===== config.mk =====
export PLATFORM = sky130hd
export DESIGN_NAME = par2ser_com
export DESIGN_NICKNAME = d
export VERILOG_FILES = /design/src/rtl/par2ser_com_pkg.sv /design/src/rtl/par2ser_com.sv
export SDC_FILE = /design/constraint.sdc
export NUM_CORES = 1
export LEC_CHECK = 0
export CELL_PAD_IN_SITES_DETAIL_PLACEMENT = 1
export CELL_PAD_IN_SITES_GLOBAL_PLACEMENT = 2
export CORE_MARGIN = 2
export CORE_UTILIZATION = 31
export DETAILED_ROUTE_END_ITERATION = 7
export GPL_TIMING_DRIVEN = 0
export PLACE_DENSITY_LB_ADDON = 0.3
export SYNTH_ARGS = -nofsm -noshare
export SYNTH_HDL_FRONTEND = slang
export SYNTH_SLANG_ARGS = --single-unit

===== constraint.sdc =====
create_clock -name clk32f -period 1.65 [get_ports clk32f]
set_input_delay 0.4125 -clock clk32f [delete_from_list [all_inputs] [get_ports clk32f]]
set_output_delay 0.4125 -clock clk32f [all_outputs]
set_load 0.01 [all_outputs]

===== src/rtl/par2ser_com_pkg.sv =====
`default_nettype none
// ============================================================================
//  Module      : par2ser_com_pkg
//  Description : Shared PHY transmit definitions for the parallel-to-serial
//                stage: byte width, default COM symbol, training length and
//                the TRAIN/ACTIVE state encoding.
//  Revision    : 1.0 - initial release
// ============================================================================
package par2ser_com_pkg;

  // Width of one lane byte.
  localparam int BYTE_W = 8;

  // Width of the bit-position counter inside one byte.
  localparam int BIT_CNT_W = 3;

  // Last bit position of a byte; the capture edge ends this slot.
  localparam logic [BIT_CNT_W-1:0] LAST_BIT = 3'd7;

  // COM idle symbol used on invalid slots and throughout training.
  localparam logic [BYTE_W-1:0] IDLE_SYM_DEFAULT = 8'hBC;

  // Default number of COM words forced after reset (legal 2..15).
  localparam int unsigned MIN_COM_DEFAULT = 4;

  // Width of the training word counter.
  localparam int COM_CNT_W = 4;

  // Link state: TRAIN until enough COM words are sent, then ACTIVE.
  typedef enum logic {
    ST_TRAIN  = 1'b0,
    ST_ACTIVE = 1'b1
  } state_e;

  // True in the last bit slot of a byte, when the next word is captured.
  function automatic logic is_capture(input logic [BIT_CNT_W-1:0] cnt);
    return (cnt == LAST_BIT);
  endfunction

endpackage : par2ser_com_pkg
`default_nettype wire


===== src/rtl/par2ser_com.sv =====
`default_nettype none
// ============================================================================
//  Module      : par2ser_com
//  Description : Parallel-to-serial stage of the PHY transmit path. Captures
//                one byte per byte slot and shifts it out MSB-first at 8x the
//                byte rate. Invalid slots carry the COM idle symbol, and after
//                reset a training run of MIN_COM COM words is forced so the
//                receiver deserializer can find byte alignment.
//  Revision    : 1.0 - initial release
// ============================================================================
module par2ser_com
  import par2ser_com_pkg::*;
#(
  // COM symbol transmitted on invalid slots and during training.
  parameter logic [BYTE_W-1:0] IDLE_SYM = IDLE_SYM_DEFAULT,
  // Number of COM words forced after reset; legal range 2..15.
  parameter int unsigned       MIN_COM  = MIN_COM_DEFAULT
) (
  input  logic              clk32f,     // bit clock, 8x the byte rate
  input  logic              reset,      // asynchronous, active low
  input  logic [BYTE_W-1:0] data_in,    // byte from the upstream mux
  input  logic              valid_in,   // data_in qualifier
  output logic              byte_tick,  // capture strobe for data_in/valid_in
  output logic              data_out,   // registered serial lane
  output logic              active      // registered training-complete flag
);

  // Training ends at the capture edge that loads word #MIN_COM. Word #1 is
  // the reset preload, so the counter already reads MIN_COM-1 at that edge.
  localparam logic [COM_CNT_W-1:0] COM_LAST = COM_CNT_W'(MIN_COM - 1);

  // Reset value of the training counter: the preloaded shift register is
  // already COM word #1.
  localparam logic [COM_CNT_W-1:0] COM_CNT_RST = 4'd1;

  // --------------------------------------------------------------------------
  // Register state
  // --------------------------------------------------------------------------
  logic [BIT_CNT_W-1:0] bit_cnt_q, bit_cnt_d;
  logic [BYTE_W-1:0]    sr_q,      sr_d;
  logic                 data_out_q, data_out_d;
  state_e               state_q,   state_d;
  logic [COM_CNT_W-1:0] com_cnt_q, com_cnt_d;
  logic                 active_q,  active_d;

  // Combinational helpers
  logic                 capture;
  logic [BYTE_W-1:0]    next_word;

  // Capture strobe decoded straight from the counter register.
  always_comb begin
    capture   = is_capture(bit_cnt_q);
    byte_tick = capture;
  end

  // Bit counter advances every edge and wraps from 7 back to 0.
  always_comb begin
    bit_cnt_d = bit_cnt_q + 3'd1;
  end

  // Bit counter register.
  always_ff @(posedge clk32f or negedge reset) begin
    if (!reset) begin
      bit_cnt_q <= '0;
    end else begin
      bit_cnt_q <= bit_cnt_d;
    end
  end

  // Select the word to load: COM while training, otherwise the qualified
  // input byte. A valid byte equal to IDLE_SYM is passed through unchanged.
  always_comb begin
    next_word = IDLE_SYM;
    if (state_q == ST_ACTIVE && valid_in) begin
      next_word = data_in;
    end
  end

  // Shift MSB-first on ordinary edges, load the next word on the capture
  // edge so consecutive words follow each other with no gap.
  always_comb begin
    data_out_d = sr_q[BYTE_W-1];
    if (capture) begin
      sr_d = next_word;
    end else begin
      sr_d = {sr_q[BYTE_W-2:0], 1'b0};
    end
  end

  // Shift register and lane output registers.
  always_ff @(posedge clk32f or negedge reset) begin
    if (!reset) begin
      sr_q       <= IDLE_SYM;
      data_out_q <= 1'b0;
    end else begin
      sr_q       <= sr_d;
      data_out_q <= data_out_d;
    end
  end

  // Training FSM: count COM words at each capture edge and switch to ACTIVE
  // when the last forced COM word is loaded. ACTIVE holds until reset.
  always_comb begin
    state_d   = state_q;
    com_cnt_d = com_cnt_q;
    active_d  = active_q;
    case (state_q)
      ST_TRAIN: begin
        if (capture) begin
          com_cnt_d = com_cnt_q + 4'd1;
          if (com_cnt_q == COM_LAST) begin
            state_d  = ST_ACTIVE;
            active_d = 1'b1;
          end
        end
      end
      ST_ACTIVE: begin
        state_d = ST_ACTIVE;
      end
      default: begin
        state_d = ST_TRAIN;
      end
    endcase
  end

  // FSM state, training counter and active flag registers.
  always_ff @(posedge clk32f or negedge reset) begin
    if (!reset) begin
      state_q   <= ST_TRAIN;
      com_cnt_q <= COM_CNT_RST;
      active_q  <= 1'b0;
    end else begin
      state_q   <= state_d;
      com_cnt_q <= com_cnt_d;
      active_q  <= active_d;
    end
  end

  // Drive registered outputs.
  always_comb begin
    data_out = data_out_q;
    active   = active_q;
  end

endmodule : par2ser_com
`default_nettype wire


==> impl_metrics.env, run 1 <==
export IMPL_syn_instance_count=58
export IMPL_htreeDepth=1
export IMPL_drive_above_1_share_pct=26.0
export IMPL_ys_ff_latch=18
export IMPL_die_w_um=51.7
export IMPL_drt_pass1_iterations=2
export IMPL_grt_pass1_vias=525
export IMPL_crit_type="reg2out"
export IMPL_path_max_fanout=4
export IMPL_avgViaCountPerCell=4.58
export IMPL_initial_core_util_pct=32.5
export IMPL_final_max_slew_viol_count=0
export IMPL_syn_nets=73
export IMPL_worst_pin_slew_ns=0.795
export IMPL_num_antenna_cells=0
export IMPL_gp_congestion=0.666
export IMPL_startpoint="bit_cnt_q[0]"
export IMPL_yosysUniqueCellTypes=16
export IMPL_grt_first_pass_wirelength_um=2270
export IMPL_cts_root_buf="clkbuf_4"
export IMPL_numCtsBuffers=3
export IMPL_post_route_cell_area_sq_um=943
export IMPL_clk_pin_slew_worst_paths_ns=0.10
export IMPL_max_freq_mhz=622
export IMPL_seq_area_frac_synth_pct=65.0
export IMPL_dp_cells=99
export IMPL_cp_start_kind="flop"
export IMPL_ant_nets=0
export IMPL_setup_ws_ns=0.0428
export IMPL_nNetsFinal=93
export IMPL_hold_path_class="reg2reg"
export IMPL_core_area_sq_um=2170
export IMPL_routed_wl_um=1310
export IMPL_place_hpwl_um=861
export IMPL_antenna_found_initial=0
export IMPL_area_delta_synth_final_pct=33.9
export IMPL_route_detailed_drc=0
export IMPL_finalNonFillerCells=105
export IMPL_hp_start="sr_q[7]"
export IMPL_r2r_start="bit_cnt_q[0]"
export IMPL_clockBufferDepth=2
export IMPL_hold_viol=0
export IMPL_cts_tree="yes"
export IMPL_period_needed_ns=1.61
export IMPL_pre_cts_ws_ns=-0.0820
export IMPL_arrival_ns=1.19
export IMPL_dr_first_iter_drc_count=1
export IMPL_die_area_sq_um=2670
export IMPL_grt_use_total_pct=11.6
export IMPL_fp_dieH_um=51.7
export IMPL_holdWs_ns=0.397
export IMPL_outcome="completed"
export IMPL_worst_setup_path_end_kind="primary output"
export IMPL_gr_total_overflow=0
export IMPL_period_share_pct=97.4
export IMPL_worstPathRequired_ns=1.24
export IMPL_rows=17
export IMPL_cts_hold_buf=0
export IMPL_routed_via_count=481
export IMPL_layout_commonest_cell="dfrtp_1"
export IMPL_syn_area_per_cell_sq_um=12.1
export IMPL_leakage_nw=0.416
export IMPL_pin_count=14
export IMPL_grt_max_degree=19
export IMPL_portBuffers=13
export IMPL_finish_utilization_pct=43.5
export IMPL_wl_per_cell_um=12.4
export IMPL_rsz0062_at_grt="true"
export IMPL_relSlewSlack_pct=46.8
export IMPL_placed_area_sq_um=870
export IMPL_clock_sinks=18
export IMPL_final_cell_mix="dfrtp_1, nor2_1, clkdlybuf4s50_1"
export IMPL_ir_drop_uv=410
export IMPL_final_setup_viol_count=0
export IMPL_yosysWarnings=0
export IMPL_clock_latency_ns=0.29
export IMPL_skew_ns=0.00202
export IMPL_drv_cap=0
export IMPL_power_density_nw_per_um2=825
export IMPL_syn_area_sq_um=704
## state kept, by name, indices dropped and copies added (netlist names)
register and count:
sr_q 8, com_cnt_q 4, bit_cnt_q 3, active 1
data_out 1, state_q 1
## critical path, cell delays in order (launching register included)
cell and delay, ns:
dfrtp_1 0.42, ha_4 0.18, ha_4 0.17, buf_2 0.13
## routing by layer
metal / wire length, um / share of wire [%] / global-route usage [%] / up-vias
met4: 17 / 1.3 / 3.95 / 0
met1: 553 / 42 / 14.5 / 239
met5: 0 / 0 / 0 / -
li1: - / - / - / 228
met3: 72 / 5.5 / 3.45 / 2
met2: 662 / 51 / 19.2 / 12
## layout make-up
type	instances	area, sq um
multi-input cells	36	255
well taps	28	35.0
fillers	256	1230
inverters	3	11.3
flip-flops and latches	18	458
plain buffers	1	5.00
clock buffers	4	36.3
repair buffers	15	143
## final timing paths
| path | endpoint | slack [ns] | depth (start not counted) |
|---|---|---|---|
| hold / removal | data_out | 0.40 | 0 |
| hold reg to reg | data_out | 0.40 | 0 |
| max in group asynchronous | bit_cnt_q[0] | 0.58 | 1 |
| min in group asynchronous | active | 0.57 | 1 |
| setup / recovery | byte_tick | 0.04 | 3 |
| setup reg to reg | com_cnt_q[1] | 0.30 | 4 |
## logic make-up after synthesis
kind of cell / Yosys count / synth area share [%]
AND/OR/NAND/NOR: 19 / 12.4
flip-flops: 18 / 65.0
AO/OA/AOI/OAI: 9 / 7.81
buffers and inverters: 4 / 2.31
adder cells (fa/ha/maj): 4 / 7.11
XOR/XNOR: 3 / 3.73
multiplexers: 1 / 1.60
## where the power goes
part | total (mW) | internal, mW | switching (mW)
clock network | 0.272 | 0.134 | 0.137
registers | 0.458 | 0.456 | 0.00242
logic | 0.0489 | 0.0278 | 0.0212
## per-stage QoR
step | setup TNS [ns] | power, mW
global placement | -0.0827 | 0.515
finish | 0 | 0.779
CTS | 0 | 0.797
detailed placement | -0.0820 | 0.517
global route | -0.00360 | 0.817
floorplan | 0 | 0.478
## synth_stat cells
library cell	instances	share of area [%]
nor3b_1	1	1.1
nand2_1	5	2.7
ha_1	4	7.1
xnor2_1	2	2.5
inv_1	3	1.6
a21o_2	2	2.5
dfstp_2	6	22
nor2b_4	1	2.0
buf_2	1	0.71
xor2_1	1	1.2
dfrtp_1	12	43
mux2_2	1	1.6
o22ai_1	2	1.8
nand4_1	1	0.89
a21oi_1	5	3.6
nor2_1	11	5.9
## repair_timing
action / in CTS / in global routing
gates resized for setup: 7 / 2
buffers inserted: 1 / 1
pin swaps: 1 / 0
setup endpoints to repair: 1 / 2
gates cloned: 0 / 0
Power figures use the tool's default switching activity.
==> run 2: changes to the inputs <==
HOLD_SLACK_MARGIN = 0.03   (was default)
==> results of run 2 <==
The final DEF is identical to that of run 1; final timing and power are the same.
==> variant 1, RTL diff (settings of run 2) <==
Set the package constant `BYTE_W` to 10 (it was 8).
--- a/src/rtl/par2ser_com_pkg.sv
+++ b/src/rtl/par2ser_com_pkg.sv
@@ -9,7 +9,7 @@
 package par2ser_com_pkg;
 
   // Width of one lane byte.
-  localparam int BYTE_W = 8;
+  localparam int BYTE_W = 10;
 
   // Width of the bit-position counter inside one byte.
   localparam int BIT_CNT_W = 3;
Interface: changed (resized data_in); port bits go from 14 to 16. The function was not compared with the original's and may differ.
==> variant 1 against run 2 <==
- wire length rose by 14%
- sequential cell count rose by 2
- design area rose by 11%
- hold slack got worse by 0.034 ns
- total power rose by 9.1%
- synthesized cell count rose by 16%
- critical path depth did not move
- setup slack improved by 0.0069 ns
- clock power rose by 3%
- synthesized area rose by 12%
- critical path type unchanged
- highest routed layer unchanged
==> variant 1: results <==
group,metric,value,unit
placed_design,numPortBuffers,15,
yosys,synth_common_cells,"dfrtp_1 (14), nor2_1 (11), dfstp_2 (6), nand2_1 (6)",
critical_path,reg2regPathDepth,5,
placed_design,place_congestion,0.620,
detailed_routing,wl,1490,um
detailed_routing,via_per_inst,4.52,
grt,grt_max_degree,21,
clocking,clk_pin_slew,0.11,ns
yosys,yosys.cell_types.count,18,
grt,track_usage,0.118,
sta,setup_viol,0,
placed_design,dpl_cell_area,980,um2
power_and_ir_drop,power_leakage,0.461,nW
finish,largestRegisters,"sr_q x10, com_cnt_q x4, bit_cnt_q x3",
critical_path,critPathMaxStageDelay,0.43,ns
yosys,synth_fp_nets,84,
critical_path,reg2reg_from,"bit_cnt_q[0]",
yosys,yosysSeqAreaShare,0.641,
grt,grt_pass1_vias,540,
sta,relSlewSlack,0.418,
critical_path,r2r_setup_slack,0.25,ns
sta,fin_worst_skew,0.00513,ns
grt,grt_pass1_wl,2420,um
worst_hold_path,hold_path_depth,0,
finish,layout.nets,104,
clocking,clock-root-buffer,"clkbuf_4",
clocking,post_cts_buffers,0,
power_and_ir_drop,ir_drop,0.000490,V
status,status,"finished, final reports clean",
critical_path,critPathMaxFanout,4,
yosys,yosys_warnings,0,
placed_design,dp_hpwl,1080,um
critical_path,crit_slowest_cell,"dfrtp_1",
critical_path,crit_arrival,1.19,ns
clocking,clock_latency,0.30,ns
critical_path,path_delay_family,"flip-flops",
yosys,synthArstFlopShare,1.00,
worst_hold_path,hold_path_class,"register to register",
worst_hold_path,hold_end,"data_out",
detailed_routing,drtIter0Drc,0,
sta,worst_hold_slack,0.363,ns
worst_hold_path,hold_start,"sr_q[9]",
clocking,max-clock-path-buffers,2,
clocking,numCtsBuffers,3,
yosys,synthTopCellsByArea,"dfrtp_1 (44%), dfstp_2 (20%), ha_1 (6.3%), nor2_1 (5.2%), a21oi_1 (3.2%)",
detailed_routing,dr.pass1.iters,1,
finish,diodes,0,
finish,drive_above_1_share,0.233,
grt,antenna_found_initial,0,
critical_path,worstReg2RegEnd,"sr_q[1]",
clocking,htree_levels,1,
## variant 1: where the power goes
| part | internal (mW) | switching, mW | total, mW | leakage [nW] |
|---|---|---|---|---|
| Sequential | 0.507 | 0.00365 | 0.511 | 0.228 |
| Combinational | 0.0337 | 0.0247 | 0.0584 | 0.211 |
| Clock | 0.134 | 0.145 | 0.280 | 0.0210 |
## variant 1: worst max-delay path by stage
stage	start	slack (ns)	end	cells past startpoint
2_1_floorplan	bit_cnt_q[0]	0.25	com_cnt_q[1]	4
3_3_place_gp	bit_cnt_q[0]	-0.07	byte_tick	3
3_5_place_dp	bit_cnt_q[0]	-0.06	byte_tick	3
4_1_cts	bit_cnt_q[0]	0.01	byte_tick	3
5_1_grt	bit_cnt_q[0]	-0.01	byte_tick	3
6_report	bit_cnt_q[0]	0.05	byte_tick	3
## variant 1: kinds of logic (layout without fill, tap and decap cells)
family,Yosys count,count (layout),share of synthesized area
AND/OR/NAND/NOR,21,21,0.123
flip-flops,20,20,0.641
AO/OA/AOI/OAI,11,11,0.0853
buffers and inverters,7,26,0.0395
adder cells (fa/ha/maj),4,4,0.0632
XOR/XNOR,3,3,0.0332
multiplexers,1,1,0.0142
## variant 1: what timing repair did
action,4_1_cts,5_1_grt
pin swaps,1,1
hold endpoints to repair,0,0
resized for setup,7,3
setup endpoints to repair,1,2
hold buffers,0,0
## variant 1: area by class of cell
cell class,instances,area [um2]
Fill cell,262,1410
Sequential cell,20,508
Multi-Input combinational cell,40,278
Timing Repair Buffer,15,154
Tap cell,30,37.5
Clock buffer,4,36.3
Inverter,5,18.8
Buffer,2,12.5
## variant 1: metrics by stage
| step | setup TNS, ns | std cells | setup slack, ns | utilization |
|---|---|---|---|---|
| floorplan | 0 | 67 | 0.252 | - |
| global placement | -0.0679 | 112 | -0.0679 | 0.399 |
| detailed placement | -0.0637 | 112 | -0.0637 | 0.399 |
| CTS | 0 | 116 | 0.0110 | 0.418 |
| global route | -0.0101 | 116 | -0.0101 | 0.426 |
| finish | 0 | 116 | 0.0496 | 0.426 |
## variant 1: per-layer routing
layer	track usage	up-vias	part of all wire
met5	0	-	0
met1	0.152	255	0.45
met2	0.181	11	0.48
met3	0.0328	4	0.049
met4	0.0625	0	0.014
li1	-	254	-
==> variant 2, RTL diff (config.mk and constraints of run 2) <==
Made on the original files. Register the inputs `data_in` and `valid_in` before use, without a reset. The logic sees them one clock later.
--- a/src/rtl/par2ser_com.sv
+++ b/src/rtl/par2ser_com.sv
@@ -32,6 +32,14 @@
   // Reset value of the training counter: the preloaded shift register is
   // already COM word #1.
   localparam logic [COM_CNT_W-1:0] COM_CNT_RST = 4'd1;
+
+  logic [BYTE_W-1:0] data_q;
+  logic valid_q;
+
+  always_ff @(posedge clk32f) begin
+    data_q  <= data_in;
+    valid_q <= valid_in;
+  end
 
   // --------------------------------------------------------------------------
   // Register state
@@ -71,8 +79,8 @@
   // input byte. A valid byte equal to IDLE_SYM is passed through unchanged.
   always_comb begin
     next_word = IDLE_SYM;
-    if (state_q == ST_ACTIVE && valid_in) begin
-      next_word = data_in;
+    if (state_q == ST_ACTIVE && valid_q) begin
+      next_word = data_q;
     end
   end
 
Formal check against the unedited RTL: same outputs for any inputs over 10 cycles, from zero or initial values and one cycle with reset low; that may be too few to reach the edited logic, so the function may still have changed.
==> variant 2 against run 2 <==
- cell count is 12% higher
- wire length is 16% higher
- total power is 31% higher
- sequential power is 51% higher
- global-route usage is 1.6 points lower
- design area is 20% higher
- clock power is 4% higher
- clock skew is 0.0055 ns higher
- synthesized area is 26% higher
- setup slack worse by 0.023 ns
- sequential cell count is 9 higher
- first-iteration DRC count grew to 12 times the old value
- count of clock-buffer cells in the layout stayed put
- register-to-register slack worse by 0.21 ns
- largest power group unchanged
- highest routed layer unchanged
==> variant 2: results <==
group,metric,value,unit
placed_design,placed_cells,111,
finish,buffers,17,
finish,largestRegisters,"data_q x8, sr_q x8, com_cnt_q x4",
grt,grt_pass1_vias,587,
power_and_ir_drop,p_sw,215,uW
yosys,muxShareOfSynthArea,0.0127,
detailed_routing,met3_wirelength,69,um
grt,track_usage,0.100,
yosys,synthTopCellsByArea,"dfrtp_1 (34%), dfxtp_1 (20%), dfstp_2 (18%), ha_1 (5.7%), nor2_1 (4.7%)",
clocking,clk_pin_slew,0.14,ns
placed_design,place_congestion,0.647,
power_and_ir_drop,clkPwrFrac,0.277,
finish,fin_cells,118,
yosys,yosys.cell_types.count,17,
critical_path,critPathMaxFanout,2,
yosys,synth_area_per_cell,13.2,um2
finish,nFlopsAndLatches,27,
finish,fill_cells,304,
finish,drive_above_1_share,0.230,
critical_path,critPathMaxStageDelay,0.44,ns
yosys,synth_common_cells,"dfrtp_1 (12), nor2_1 (11), dfxtp_1 (9), dfstp_2 (6)",
placed_design,place_ws,-0.0814,ns
power_and_ir_drop,combinationalPower,47.7,uW
finish,nonClkBufAreaFrac,0.142,
grt,grtUsageMet1,0.113,
placed_design,dpl_cell_area,1050,um2
detailed_routing,routed-wl-met2,749,um
detailed_routing,routedLengthMet1,651,um
grt,use_met2,0.172,
status,status,"finished, final reports clean",
yosys,synth_xor_area_frac,0.0297,
clocking,clock_latency,0.32,ns
placed_design,dp_hpwl,1000,um
yosys,yosysSeqAreaShare,0.721,
power_and_ir_drop,intPower,807,uW
yosys,synth_compound_area_frac,0.0622,
grt,grt_pass1_wl,2470,um
yosys,synthArstFlopShare,0.667,
sta,fin_worst_skew,0.00753,ns
finish,seq_area,638,um2
yosys,synth_fp_nets,82,
power_and_ir_drop,ir_drop,0.000342,V
detailed_routing,wl,1510,um
critical_path,crit_arrival,1.22,ns
finish,layout.nets,103,
-- variant 2: final timing paths --
check / slack [ns] / startpoint / cells past startpoint / end
min in group asynchronous: 0.54 / reset / 1 / sr_q[6]
hold / removal: 0.40 / sr_q[7] / 0 / data_out
hold reg to reg: 0.40 / sr_q[7] / 0 / data_out
setup reg to reg: 0.09 / bit_cnt_q[0] / 6 / com_cnt_q[1]
setup / recovery: 0.02 / bit_cnt_q[0] / 3 / byte_tick
max in group asynchronous: 0.61 / reset / 1 / com_cnt_q[1]
-- variant 2: what timing repair did --
item | in CTS | in global routing
buffers inserted | 0 | 3
pin swaps | 1 | 1
resized for setup | 10 | 1
endpoints found under the setup margin | 2 | 2
-- variant 2: worst max-delay path: cells and delay by family, from the launching register on --
family | cells | cell delay [ns]
fa+ha+maj | 2 | 0.34
buf+inv | 1 | 0.11
flops | 1 | 0.44
